File: src/rtl/regbank_pkg.sv
// Shared constants and helpers for the regbank_sb register bank and its scoreboard.
package regbank_pkg;

  localparam int unsigned DATA_W_DEF   = 32;
  localparam int unsigned NUM_REGS_DEF = 32;
  localparam int unsigned NUM_RD_DEF   = 2;
  localparam int unsigned ZERO_REG     = 0;

  // popcount() takes a fixed-width vector; callers zero-extend, so NUM_REGS must not exceed POP_MAX.
  localparam int unsigned POP_MAX = 256;
  localparam int unsigned POP_W   = $clog2(POP_MAX) + 1;

  function automatic logic [POP_W-1:0] popcount(input logic [POP_MAX-1:0] v);
    logic [POP_W-1:0] cnt;
    cnt = '0;
    for (int unsigned i = 0; i < POP_MAX; i++) begin
      cnt = cnt + POP_W'(v[i]);
    end
    return cnt;
  endfunction

endpackage

File: src/rtl/regbank_sb_if.sv
// Issue/writeback bus of the register bank: reads, reservations, writes and scoreboard status.
interface regbank_sb_if
  import regbank_pkg::*;
#(
  parameter int unsigned NUM_REGS = NUM_REGS_DEF,
  parameter int unsigned DATA_W   = DATA_W_DEF,
  parameter int unsigned NUM_RD   = NUM_RD_DEF
);
  localparam int unsigned ADDR_W = $clog2(NUM_REGS);

  logic [NUM_RD*ADDR_W-1:0] rd_addr;
  logic [NUM_RD*DATA_W-1:0] rd_data;
  logic [NUM_RD-1:0]        rd_busy;
  logic                     wr_en;
  logic [ADDR_W-1:0]        wr_addr;
  logic [DATA_W-1:0]        wr_data;
  logic                     rsv_en;
  logic [ADDR_W-1:0]        rsv_addr;
  logic [ADDR_W:0]          busy_cnt;
  logic                     any_busy;

  modport master (
    output rd_addr, wr_en, wr_addr, wr_data, rsv_en, rsv_addr,
    input  rd_data, rd_busy, busy_cnt, any_busy
  );

  modport slave (
    input  rd_addr, wr_en, wr_addr, wr_data, rsv_en, rsv_addr,
    output rd_data, rd_busy, busy_cnt, any_busy
  );

endinterface

File: src/rtl/regbank_scoreboard.sv
// Per-register busy tracking for hazard detection; register 0 is never busy.
// REGBANK_BYPASS_EN: a same-cycle write (without a re-reservation) hides busy on the read port.
module regbank_scoreboard
  import regbank_pkg::*;
#(
  parameter int unsigned NUM_REGS = NUM_REGS_DEF,
  parameter int unsigned NUM_RD   = NUM_RD_DEF
) (
  input  logic                              clk,
  input  logic                              reset,
  input  logic [NUM_RD*$clog2(NUM_REGS)-1:0] rd_addr_i,
  input  logic                              wr_en_i,
  input  logic [$clog2(NUM_REGS)-1:0]       wr_addr_i,
  input  logic                              rsv_en_i,
  input  logic [$clog2(NUM_REGS)-1:0]       rsv_addr_i,
  output logic [NUM_RD-1:0]                 rd_busy_o,
  output logic [$clog2(NUM_REGS):0]         busy_cnt_o,
  output logic                              any_busy_o
);
  localparam int unsigned ADDR_W = $clog2(NUM_REGS);
  localparam int unsigned CNT_W  = ADDR_W + 1;

  logic [NUM_REGS-1:0] busy_q, busy_d;
  logic [CNT_W-1:0]    busy_cnt_q;
  logic                any_busy_q;

  // Clear on writeback first, then set on reservation so the newer reservation wins.
  always_comb begin
    busy_d = busy_q;
    if (wr_en_i && (wr_addr_i != ADDR_W'(ZERO_REG))) busy_d[wr_addr_i] = 1'b0;
    if (rsv_en_i && (rsv_addr_i != ADDR_W'(ZERO_REG))) busy_d[rsv_addr_i] = 1'b1;
  end

  always_comb begin
    rd_busy_o = '0;
    for (int unsigned p = 0; p < NUM_RD; p++) begin
`ifdef REGBANK_BYPASS_EN
      if (wr_en_i && (wr_addr_i == rd_addr_i[p*ADDR_W +: ADDR_W]) &&
          !(rsv_en_i && (rsv_addr_i == rd_addr_i[p*ADDR_W +: ADDR_W]))) begin
        rd_busy_o[p] = 1'b0;
      end else begin
        rd_busy_o[p] = busy_q[rd_addr_i[p*ADDR_W +: ADDR_W]];
      end
`else
      rd_busy_o[p] = busy_q[rd_addr_i[p*ADDR_W +: ADDR_W]];
`endif
    end
  end

  always_ff @(posedge clk) begin
    if (!reset) begin
      busy_q     <= '0;
      busy_cnt_q <= '0;
      any_busy_q <= 1'b0;
    end else begin
      busy_q     <= busy_d;
      busy_cnt_q <= CNT_W'(popcount(POP_MAX'(busy_d)));
      any_busy_q <= |busy_d;
    end
  end

  assign busy_cnt_o = busy_cnt_q;
  assign any_busy_o = any_busy_q;

endmodule

File: src/rtl/regbank_sb.sv
// Parametrised register bank with registered multi-port reads and a busy scoreboard.
// REGBANK_BYPASS_EN: a read sampled with a same-address write returns the new data.
module regbank_sb
  import regbank_pkg::*;
#(
  parameter int unsigned NUM_REGS = NUM_REGS_DEF,
  parameter int unsigned DATA_W   = DATA_W_DEF,
  parameter int unsigned NUM_RD   = NUM_RD_DEF
) (
  input logic          clk,
  input logic          reset,
  regbank_sb_if.slave  bus
);
  localparam int unsigned ADDR_W = $clog2(NUM_REGS);

  logic [DATA_W-1:0]        regs_q [NUM_REGS];
  logic [NUM_RD*DATA_W-1:0] rd_data_q, rd_data_d;
  logic                     wr_hit_c;

  assign wr_hit_c = bus.wr_en && (bus.wr_addr != ADDR_W'(ZERO_REG));

  always_comb begin
    rd_data_d = '0;
    for (int unsigned p = 0; p < NUM_RD; p++) begin
      if (bus.rd_addr[p*ADDR_W +: ADDR_W] != ADDR_W'(ZERO_REG)) begin
`ifdef REGBANK_BYPASS_EN
        if (wr_hit_c && (bus.wr_addr == bus.rd_addr[p*ADDR_W +: ADDR_W])) begin
          rd_data_d[p*DATA_W +: DATA_W] = bus.wr_data;
        end else begin
          rd_data_d[p*DATA_W +: DATA_W] = regs_q[bus.rd_addr[p*ADDR_W +: ADDR_W]];
        end
`else
        rd_data_d[p*DATA_W +: DATA_W] = regs_q[bus.rd_addr[p*ADDR_W +: ADDR_W]];
`endif
      end
    end
  end

  always_ff @(posedge clk) begin
    if (!reset) begin
      for (int unsigned i = 0; i < NUM_REGS; i++) regs_q[i] <= '0;
      rd_data_q <= '0;
    end else begin
      if (wr_hit_c) regs_q[bus.wr_addr] <= bus.wr_data;
      rd_data_q <= rd_data_d;
    end
  end

  assign bus.rd_data = rd_data_q;

  regbank_scoreboard #(
    .NUM_REGS (NUM_REGS),
    .NUM_RD   (NUM_RD)
  ) u_scoreboard (
    .clk        (clk),
    .reset      (reset),
    .rd_addr_i  (bus.rd_addr),
    .wr_en_i    (bus.wr_en),
    .wr_addr_i  (bus.wr_addr),
    .rsv_en_i   (bus.rsv_en),
    .rsv_addr_i (bus.rsv_addr),
    .rd_busy_o  (bus.rd_busy),
    .busy_cnt_o (bus.busy_cnt),
    .any_busy_o (bus.any_busy)
  );

endmodule
File: src/flat_wrapper.sv
// flat-port wrapper written by rule: the top's interface ports become plain ports
module regbank_sb_flat import regbank_pkg::*;
#(
  parameter int unsigned NUM_REGS = NUM_REGS_DEF,
  parameter int unsigned DATA_W   = DATA_W_DEF,
  parameter int unsigned NUM_RD   = NUM_RD_DEF
)
  (clk, reset, bus_rd_addr, bus_wr_en, bus_wr_addr, bus_wr_data, bus_rsv_en, bus_rsv_addr, bus_rd_data, bus_rd_busy, bus_busy_cnt, bus_any_busy);
  regbank_sb_if #(.NUM_REGS(NUM_REGS), .DATA_W(DATA_W), .NUM_RD(NUM_RD)) bus_i ();
  input logic clk;
  input logic reset;
  input wire logic [$bits(bus_i.rd_addr)-1:0] bus_rd_addr;
  input wire logic [$bits(bus_i.wr_en)-1:0] bus_wr_en;
  input wire logic [$bits(bus_i.wr_addr)-1:0] bus_wr_addr;
  input wire logic [$bits(bus_i.wr_data)-1:0] bus_wr_data;
  input wire logic [$bits(bus_i.rsv_en)-1:0] bus_rsv_en;
  input wire logic [$bits(bus_i.rsv_addr)-1:0] bus_rsv_addr;
  output wire logic [$bits(bus_i.rd_data)-1:0] bus_rd_data;
  output wire logic [$bits(bus_i.rd_busy)-1:0] bus_rd_busy;
  output wire logic [$bits(bus_i.busy_cnt)-1:0] bus_busy_cnt;
  output wire logic [$bits(bus_i.any_busy)-1:0] bus_any_busy;
  assign bus_i.rd_addr = bus_rd_addr;
  assign bus_i.wr_en = bus_wr_en;
  assign bus_i.wr_addr = bus_wr_addr;
  assign bus_i.wr_data = bus_wr_data;
  assign bus_i.rsv_en = bus_rsv_en;
  assign bus_i.rsv_addr = bus_rsv_addr;
  assign bus_rd_data = bus_i.rd_data;
  assign bus_rd_busy = bus_i.rd_busy;
  assign bus_busy_cnt = bus_i.busy_cnt;
  assign bus_any_busy = bus_i.any_busy;
  regbank_sb #(.NUM_REGS(NUM_REGS), .DATA_W(DATA_W), .NUM_RD(NUM_RD)) u_core (.clk(clk), .reset(reset), .bus(bus_i));
endmodule
File: config.mk
export PLATFORM = sky130hd
export DESIGN_NAME = regbank_sb_flat
export DESIGN_NICKNAME = d
export VERILOG_FILES = /design/src/rtl/regbank_pkg.sv /design/src/rtl/regbank_sb_if.sv /design/src/rtl/regbank_scoreboard.sv /design/src/rtl/regbank_sb.sv /design/src/flat_wrapper.sv
export SDC_FILE = /design/constraint.sdc
export NUM_CORES = 2
export LEC_CHECK = 0
export CELL_PAD_IN_SITES_DETAIL_PLACEMENT = 1
export CELL_PAD_IN_SITES_GLOBAL_PLACEMENT = 2
export CORE_MARGIN = 2
export CORE_UTILIZATION = 30
export CTS_CLUSTER_SIZE = 8
export DETAILED_ROUTE_END_ITERATION = 6
export PLACE_DENSITY = 0.55
export SLEW_MARGIN = 20
export SYNTH_ARGS = -nofsm -noshare
export SYNTH_HDL_FRONTEND = slang
export SYNTH_HIERARCHICAL = 1
export SYNTH_SLANG_ARGS = --single-unit
File: constraint.sdc
create_clock -name clk -period 7.1 [get_ports clk]
set_clock_uncertainty 0.1 [all_clocks]
set_input_delay 0.71 -clock clk [delete_from_list [all_inputs] [get_ports clk]]
set_output_delay 0.71 -clock clk [all_outputs]
set_load 0.02 [all_outputs]
# Word-level counts from Yosys, hierarchy flattened

Memory sizes are Yosys's and may differ from the RTL's. A register that Yosys moved wholly into a read port is not among the register bits.
Cells that the tools add are included.

$add $sub $neg: 31
$mul: 0
Divide/modulo/power cells: 0
Magnitude comparators: 6
Eq/ne operators: 0
Shift-type cells: 0
Muxes and demuxes: 17
Bitwise gates (word level): 3
Reductions and logical operators: 14

Operators by type and width:

| operator             | number |
|---|---|
| $add A6 B1 Y6        | 26 |
| $mux W32             | 3 |
| $reduce_or A32 Y1    | 2 |
| $and A32 B32 Y32     | 1 |
| $not A32 Y32         | 1 |
| $or A32 B32 Y32      | 1 |
| $lt A5 B6 Y1 const B | 4 |
| $reduce_bool A5 Y1   | 4 |
| $bmux W1 S5          | 2 |
| $demux W1 S5         | 2 |
| $ge A5 B1 Y1 const B | 2 |
| $mux W1              | 9 |
| $add A5 B1 Y6        | 1 |
| $add A4 B1 Y5        | 1 |
| $mux W5              | 1 |
| $add A3 B1 Y4        | 1 |
| $logic_and A1 B1 Y1  | 4 |
| $reduce_and A2 Y1    | 2 |
| $add A2 B1 Y3        | 1 |
| $add A1 B1 Y2        | 1 |
| $logic_not A1 Y1     | 2 |

Flip-flop bits (word level): 39
Latch bits: 0
Bits in writable memories: 1024
Memory bits (read-only): 0
Input bits: 56
Output and inout port bits: 73
Memories kept: 1

Memory list:

| memory        | words | width | rd ports | clocked after memory_dff | wr ports | RTL line         | source |
|---|---|---|---|---|---|---|---|
| u_core.regs_q | 32    | 32    | 2        | 2                        | 32       | regbank_sb.sv:16 | `logic [DATA_W-1:0] regs_q [NUM_REGS];` |

# Longest topological paths before layout

Depth in word-level cells: 40
Gate-level depth with buffers: 25
Mapped depth without buffers: 24

# Hierarchy

Netlist, hierarchy kept.

By module, submodules not included:

| module             | times used | cells each | area an instance (um2) |
|---|---|---|---|
| regbank_sb         | 1          | 3551       | 55612.1 |
| regbank_scoreboard | 1          | 309        | 3059.2 |

# Worst setup path before layout

No wires, ideal clock.

Path type: in2reg
Start point: input port bus_wr_addr[4]
End point: register u_core.u_scoreboard.busy_cnt_q[4] (netlist: u_core/u_scoreboard/busy_cnt_o[4])
Data arrival time: 6838 ps
Data required time: 6885 ps
Slack: 47 ps
Cell stages on the path: 20
Cell sequence: or4b_1 or3b_1 a21oi_1 fa_1 inv_1 ha_1 inv_1 fa_1 fa_1 fa_1 fa_1 fa_1 inv_1 fa_1 fa_1 fa_1 a21o_1 a21oi_1 xor2_1 and2_1

Word-level cells in the longest chain between the ends: 40

Ends and longest elaborated chain:

| element                                                            | RTL line                 | source |
|---|---|---|
| from (decl)                                                        | flat_wrapper.sv:14       | `input wire logic [$bits(bus_i.wr_addr)-1:0] bus_wr_addr;` |
| $lt A5 B6 Y1 (implied by the code) or $ge A5 B1 Y1 (tied branches) | regbank_scoreboard.sv:30 | `if (wr_en_i && (wr_addr_i != ADDR_W'(ZERO_REG))) busy_d[wr_addr_i] = 1'b0;` |
| $logic_and A1 B1 Y1 (implied by the code)                          | regbank_scoreboard.sv:30 |  |
| $mux W1 (implied by the code)                                      | regbank_scoreboard.sv:30 |  |
| $demux W1 S5                                                       | regbank_scoreboard.sv:30 |  |
| $not A32 Y32 (no source line)                                      | --                       |  |
| $and A32 B32 Y32 (no source line)                                  | --                       |  |
| $mux W32 *                                                         | regbank_scoreboard.sv:30 |  |
| $or A32 B32 Y32 (no source line)                                   | --                       |  |
| $mux W32 *                                                         | regbank_scoreboard.sv:31 | `if (rsv_en_i && (rsv_addr_i != ADDR_W'(ZERO_REG))) busy_d[rsv_addr_i] = 1'b1;` |
| $add A1 B1 Y2                                                      | regbank_pkg.sv:17        | `cnt = cnt + POP_W'(v[i]);` |
| $add A2 B1 Y3                                                      | regbank_pkg.sv:17        |  |
| $add A3 B1 Y4                                                      | regbank_pkg.sv:17        |  |
| $add A4 B1 Y5                                                      | regbank_pkg.sv:17        |  |
| $add A5 B1 Y6                                                      | regbank_pkg.sv:17        |  |
| $add A6 B1 Y6 (25 in a row)                                        | regbank_pkg.sv:17        |  |
| $add A6 B1 Y6 *                                                    | regbank_pkg.sv:17        |  |
| to (signal assigned)                                               | regbank_scoreboard.sv:57 | `busy_cnt_q <= CNT_W'(popcount(POP_MAX'(busy_d)));` |
| to (decl)                                                          | regbank_scoreboard.sv:24 | `logic [CNT_W-1:0] busy_cnt_q;` |

Every way passes the cells marked *; elsewhere a longest branch is shown, timed or not.
A chain may end at the register's enable or synchronous reset.

# Worst setup path after layout

Same ends and word-level chain as after synthesis.

==> load_flow_metrics.sql <==
INSERT INTO impl_metrics (metric_group, metric, value, unit) VALUES
('setup_path', 'worstSetupPathType', 'input pin to flop', ''),
('synthesis', 'synthTopCellsByArea', 'sky130_fd_sc_hd__edfxtp_1 (52%), sky130_fd_sc_hd__mux4_2 (19%), sky130_fd_sc_hd__and2_1 (11%)', ''),
('synthesis', 'synth.lib_cells_used.distinct', '60', ''),
('global_route', 'grt_first_pass_wirelength', '320400', 'um'),
('finish', 'nNetsFinal', '4059', ''),
('setup_path', 'timing.critical_path.from_type', 'input pin', ''),
('global_route', 'grt_antenna_before_repair', '24', ''),
('clocking', 'post-cts-setup-buffers', '0', ''),
('power', 'leakagePower', '23.31', 'nW'),
('setup_path', 'worst-endpoint-required', '7.67', 'ns'),
('setup_path', 'regToRegStartpoint', 'u_core/u_scoreboard/busy_q[3]$_SDFF_PN0_', ''),
('setup_path', 'crit-reg2reg-capture', 'u_core/u_scoreboard/busy_cnt_o[4]$_SDFF_PN0_', ''),
('power', 'irDropWorstVdd', '200.8', 'uV'),
('setup_path', 'worst_ep_arrival_time', '7.43', 'ns'),
('floorplan', 'initial_core_util', '0.3015', ''),
('global_route', 'grt_pass1_vias', '38990', ''),
('route', 'avgViaCountPerCell', '5.493', ''),
('route', 'drcViolationCount', '3', ''),
('clocking', 'tritoncts', 'built', ''),
('finish', 'syn2layout_area_growth', '16.13', '%'),
('placement', 'globalplace.congestion', '0.8017', ''),
('floorplan', 'vertical_die_dimension', '446.2', 'um'),
('floorplan', 'fp-row-count', '162', ''),
('placement', 'placement_setup_slack', '-0.6957', 'ns'),
('clocking', 'cts_max_level', '4', ''),
('global_route', 'grt_use_met1', '0.3138', ''),
('worst_hold_path', 'hold_class', 'flop to flop', ''),
('setup_path', 'worst_setup_path_end_kind', 'flop', ''),
('synthesis', 'syn_area_per_cell', '15.20', 'sq um'),
('clocking', 'skew_pair_late_insertion_delay', '0.82', 'ns'),
('clocking', 'number_of_sinks_on_the_clock_net', '1127', ''),
('clocking', 'max-clock-path-buffers', '3', ''),
('setup_path', 'reg2reg_setup_slack', '0.98', 'ns'),
('setup_path', 'crit_path_start', 'bus_wr_addr[4]', ''),
('power', 'power.total', '17.08', 'mW'),
('run', 'max_cap_viol_count', '0', ''),
('clocking', 'cts_made_buffers', '160', ''),
('floorplan', 'boundaryPins', '129', ''),
('timing', 'fin_hold_ws', '0.4218', 'ns'),
('timing', 'period_minus_slack', '6.863', 'ns'),
('timing', 'tns', '0', 'ns'),
('setup_path', 'timing.critical_path.to', 'u_core/u_scoreboard/busy_cnt_o[4]$_SDFF_PN0_', ''),
('synthesis', 'ffs_latches_synth', '1127', ''),
('clocking', 'post_cts_hold_buffer_count', '0', ''),
('global_route', 'grt_max_degree', '111', ''),
('route', 'drt_wl_total', '230800', 'um'),
('floorplan', 'die-area', '199100', 'sq um'),
('setup_path', 'critical_path_peak_fanout', '2', ''),
('timing', 'maxClockFrequency', '145.7', 'MHz'),
('clocking', 'ctsResizeCount', '0', ''),
('synthesis', 'synth_area', '58670', 'sq um'),
('synthesis', 'yosysTopAreaCell', 'sky130_fd_sc_hd__edfxtp_1', ''),
('timing', 'max_slew_headroom_at_the_worst_pin', '0.1763', ''),
('outcome', 'outcome', 'finished with violations', ''),
('synthesis', 'synth_enable_flop_cells', '1024', ''),
('global_route', 'grt_util_met2', '0.3884', ''),
('route', 'wl_per_cell', '34.81', 'um'),
('setup_path', 'ff2ff_path_depth', '20', ''),
('timing', 'final-hold-violation-count', '0', ''),
('global_route', 'globalRouteTotalUtil', '0.2320', ''),
('outcome', 'violations', 'DRC', ''),
('finish', 'utilization', '0.3502', ''),
('clocking', 'cts_root_buf', 'sky130_fd_sc_hd__clkbuf_16', ''),
('synthesis', 'synth-seq-area-share', '0.5592', ''),
('power', 'power_density', '250.7', 'nW/um^2'),
('timing', 'rsz0062_at_grt', 'no', ''),
('global_route', 'grt.met3_usage', '0.03026', ''),
('synthesis', 'yosys_warnings', '6', ''),
('clocking', 'clkSlewWorstSetupHoldPaths', '0.05', 'ns'),
('placement', 'dp_hpwl', '133800', 'um'),
('synthesis', 'synthDominantCellAreaShare', '0.5241', '');
cells in the final DEF (no fill, tap or decap), drive strengths merged, types with 13 or more instances in the layout:
master / count
ha: 13
diode: 15
mux4: 483
o221ai: 55
nor2b: 20
o22ai: 26
buf: 192
and2: 1027
clkbuf: 253
dfxtp: 103
edfxtp: 1024
clkdlybuf4s50: 111
nor2: 41
mux2i: 242
a2111oi: 26
nor3: 23
nand2: 20
o22a: 32
a211oi: 35
inv: 52
conb: 32
fa: 25
a22o: 41
o21ai: 91
registers in the layout, indices dropped and copies added (netlist names):
name                            count
u_core/bus.rd_data                 64
u_core/regs_q                    1024
u_core/u_scoreboard/any_busy_o      1
u_core/u_scoreboard/busy_cnt_o      6
u_core/u_scoreboard/busy_q         32
critical path, cell delays in order:
cell	delay (ns)
sky130_fd_sc_hd__clkdlybuf4s50_1	0.43
sky130_fd_sc_hd__or4b_1	0.55
sky130_fd_sc_hd__or3b_1	0.42
sky130_fd_sc_hd__a21oi_2	0.18
sky130_fd_sc_hd__fa_1	0.46
sky130_fd_sc_hd__inv_1	0.08
sky130_fd_sc_hd__ha_1	0.22
sky130_fd_sc_hd__inv_1	0.07
sky130_fd_sc_hd__fa_1	0.43
sky130_fd_sc_hd__fa_1	0.47
sky130_fd_sc_hd__fa_1	0.53
sky130_fd_sc_hd__fa_1	0.43
sky130_fd_sc_hd__fa_1	0.50
sky130_fd_sc_hd__inv_1	0.05
sky130_fd_sc_hd__fa_1	0.46
sky130_fd_sc_hd__fa_2	0.40
sky130_fd_sc_hd__fa_1	0.45
sky130_fd_sc_hd__a21o_1	0.19
sky130_fd_sc_hd__a21oi_1	0.19
sky130_fd_sc_hd__xor2_1	0.08
sky130_fd_sc_hd__and2_1	0.16
Yosys cell counts, types with 4 or more instances:
| cell | n |
|---|---|
| sky130_fd_sc_hd__a22o_1 | 41 |
| sky130_fd_sc_hd__buf_2 | 69 |
| sky130_fd_sc_hd__nor2b_1 | 20 |
| sky130_fd_sc_hd__nand4b_1 | 5 |
| sky130_fd_sc_hd__o22a_1 | 32 |
| sky130_fd_sc_hd__nand3b_1 | 7 |
| sky130_fd_sc_hd__nand4_1 | 5 |
| sky130_fd_sc_hd__nor2_1 | 41 |
| sky130_fd_sc_hd__nor3_1 | 23 |
| sky130_fd_sc_hd__mux4_2 | 483 |
| sky130_fd_sc_hd__nand2_1 | 20 |
| sky130_fd_sc_hd__o21ai_0 | 67 |
| sky130_fd_sc_hd__nand2b_1 | 5 |
| sky130_fd_sc_hd__fa_1 | 25 |
| sky130_fd_sc_hd__mux2i_1 | 242 |
| sky130_fd_sc_hd__o211ai_1 | 4 |
| sky130_fd_sc_hd__o22ai_1 | 26 |
| sky130_fd_sc_hd__a211oi_1 | 35 |
| sky130_fd_sc_hd__ha_1 | 13 |
| sky130_fd_sc_hd__a22oi_1 | 4 |
| sky130_fd_sc_hd__inv_1 | 47 |
| sky130_fd_sc_hd__and3_1 | 4 |
| sky130_fd_sc_hd__buf_1 | 8 |
| sky130_fd_sc_hd__o21ai_1 | 23 |
| sky130_fd_sc_hd__mux2_2 | 9 |
| sky130_fd_sc_hd__buf_6 | 20 |
| sky130_fd_sc_hd__a21oi_1 | 7 |
| sky130_fd_sc_hd__edfxtp_1 | 1024 |
| sky130_fd_sc_hd__a2111oi_1 | 22 |
| sky130_fd_sc_hd__clkbuf_1 | 277 |
| sky130_fd_sc_hd__nor4_1 | 4 |
| sky130_fd_sc_hd__nand3_1 | 7 |
| sky130_fd_sc_hd__dfxtp_1 | 103 |
| sky130_fd_sc_hd__buf_4 | 15 |
| sky130_fd_sc_hd__and2_1 | 1027 |
| sky130_fd_sc_hd__o221ai_1 | 55 |
| sky130_fd_sc_hd__a2111oi_2 | 4 |
power by group:
group          switching (mW)  leakage [nW]  internal (mW)
clock network            3.10          2.20           4.20
logic                    1.16          10.5          0.805
registers               0.191          10.6           7.62
total                    4.46          23.3           12.6
cell type report:
class	instances	area, sq um
Antenna cell	15	37.54
Clock buffer	252	4359
Clock inverter	17	264.0
Fill cell	19730	126500
Inverter	47	176.4
Multi-Input combinational cell	2325	24630
Sequential cell	1127	32810
Tap cell	2542	3181
Timing Repair Buffer	304	2673
cell families after synthesis:
family                     after synthesis  synth area share
and+or+nand+nor                       1189            0.1251
other                                    1        0.00006392
DFF                                   1127            0.5592
buffers and inverters                  439           0.03374
AOI/OAI and AO/OA                      330           0.04188
adders and majority gates               38           0.01130
xor gates and xnor gates                 2         0.0002986
muxes                                  734            0.2284
per-layer routing:
metal  share of wire  vias to the layer above
li1                -                    15040
met1            0.43                    19910
met2            0.49                     1164
met3           0.051                      302
met4           0.029                        4
met5        0.000095                        -
worst min path at each step:
| stage | from | to | slack, ns | cells past startpoint |
|---|---|---|---|---|
| 2_1_floorplan | u_core/u_scoreboard/busy_q[0]$_SDFF_PN0_ | u_core/u_scoreboard/busy_q[0]$_SDFF_PN0_ | 0.37 | 1 |
| 3_3_place_gp | u_core/u_scoreboard/busy_q[0]$_SDFF_PN0_ | u_core/u_scoreboard/busy_q[0]$_SDFF_PN0_ | 0.40 | 1 |
| 3_5_place_dp | u_core/u_scoreboard/busy_q[0]$_SDFF_PN0_ | u_core/u_scoreboard/busy_q[0]$_SDFF_PN0_ | 0.41 | 1 |
| 4_1_cts | reset | u_core/u_scoreboard/busy_q[1]$_SDFF_PN0_ | 0.40 | 2 |
| 5_1_grt | reset | u_core/u_scoreboard/busy_q[1]$_SDFF_PN0_ | 0.43 | 2 |
| 6_report | u_core/u_scoreboard/busy_q[0]$_SDFF_PN0_ | u_core/u_scoreboard/busy_q[0]$_SDFF_PN0_ | 0.42 | 1 |
stage by stage:
| stage | cell area, sq um | instances |
|---|---|---|
| 2_1_floorplan | 58790 | 3891 |
| 3_3_place_gp | 63480 | 6344 |
| 3_5_place_dp | 63490 | 6345 |
| 4_1_cts | 68120 | 6614 |
| 5_1_grt | 68100 | 6614 |
| 6_report | 68140 | 6629 |
Note: power is estimated with default switching activity, not from simulation.
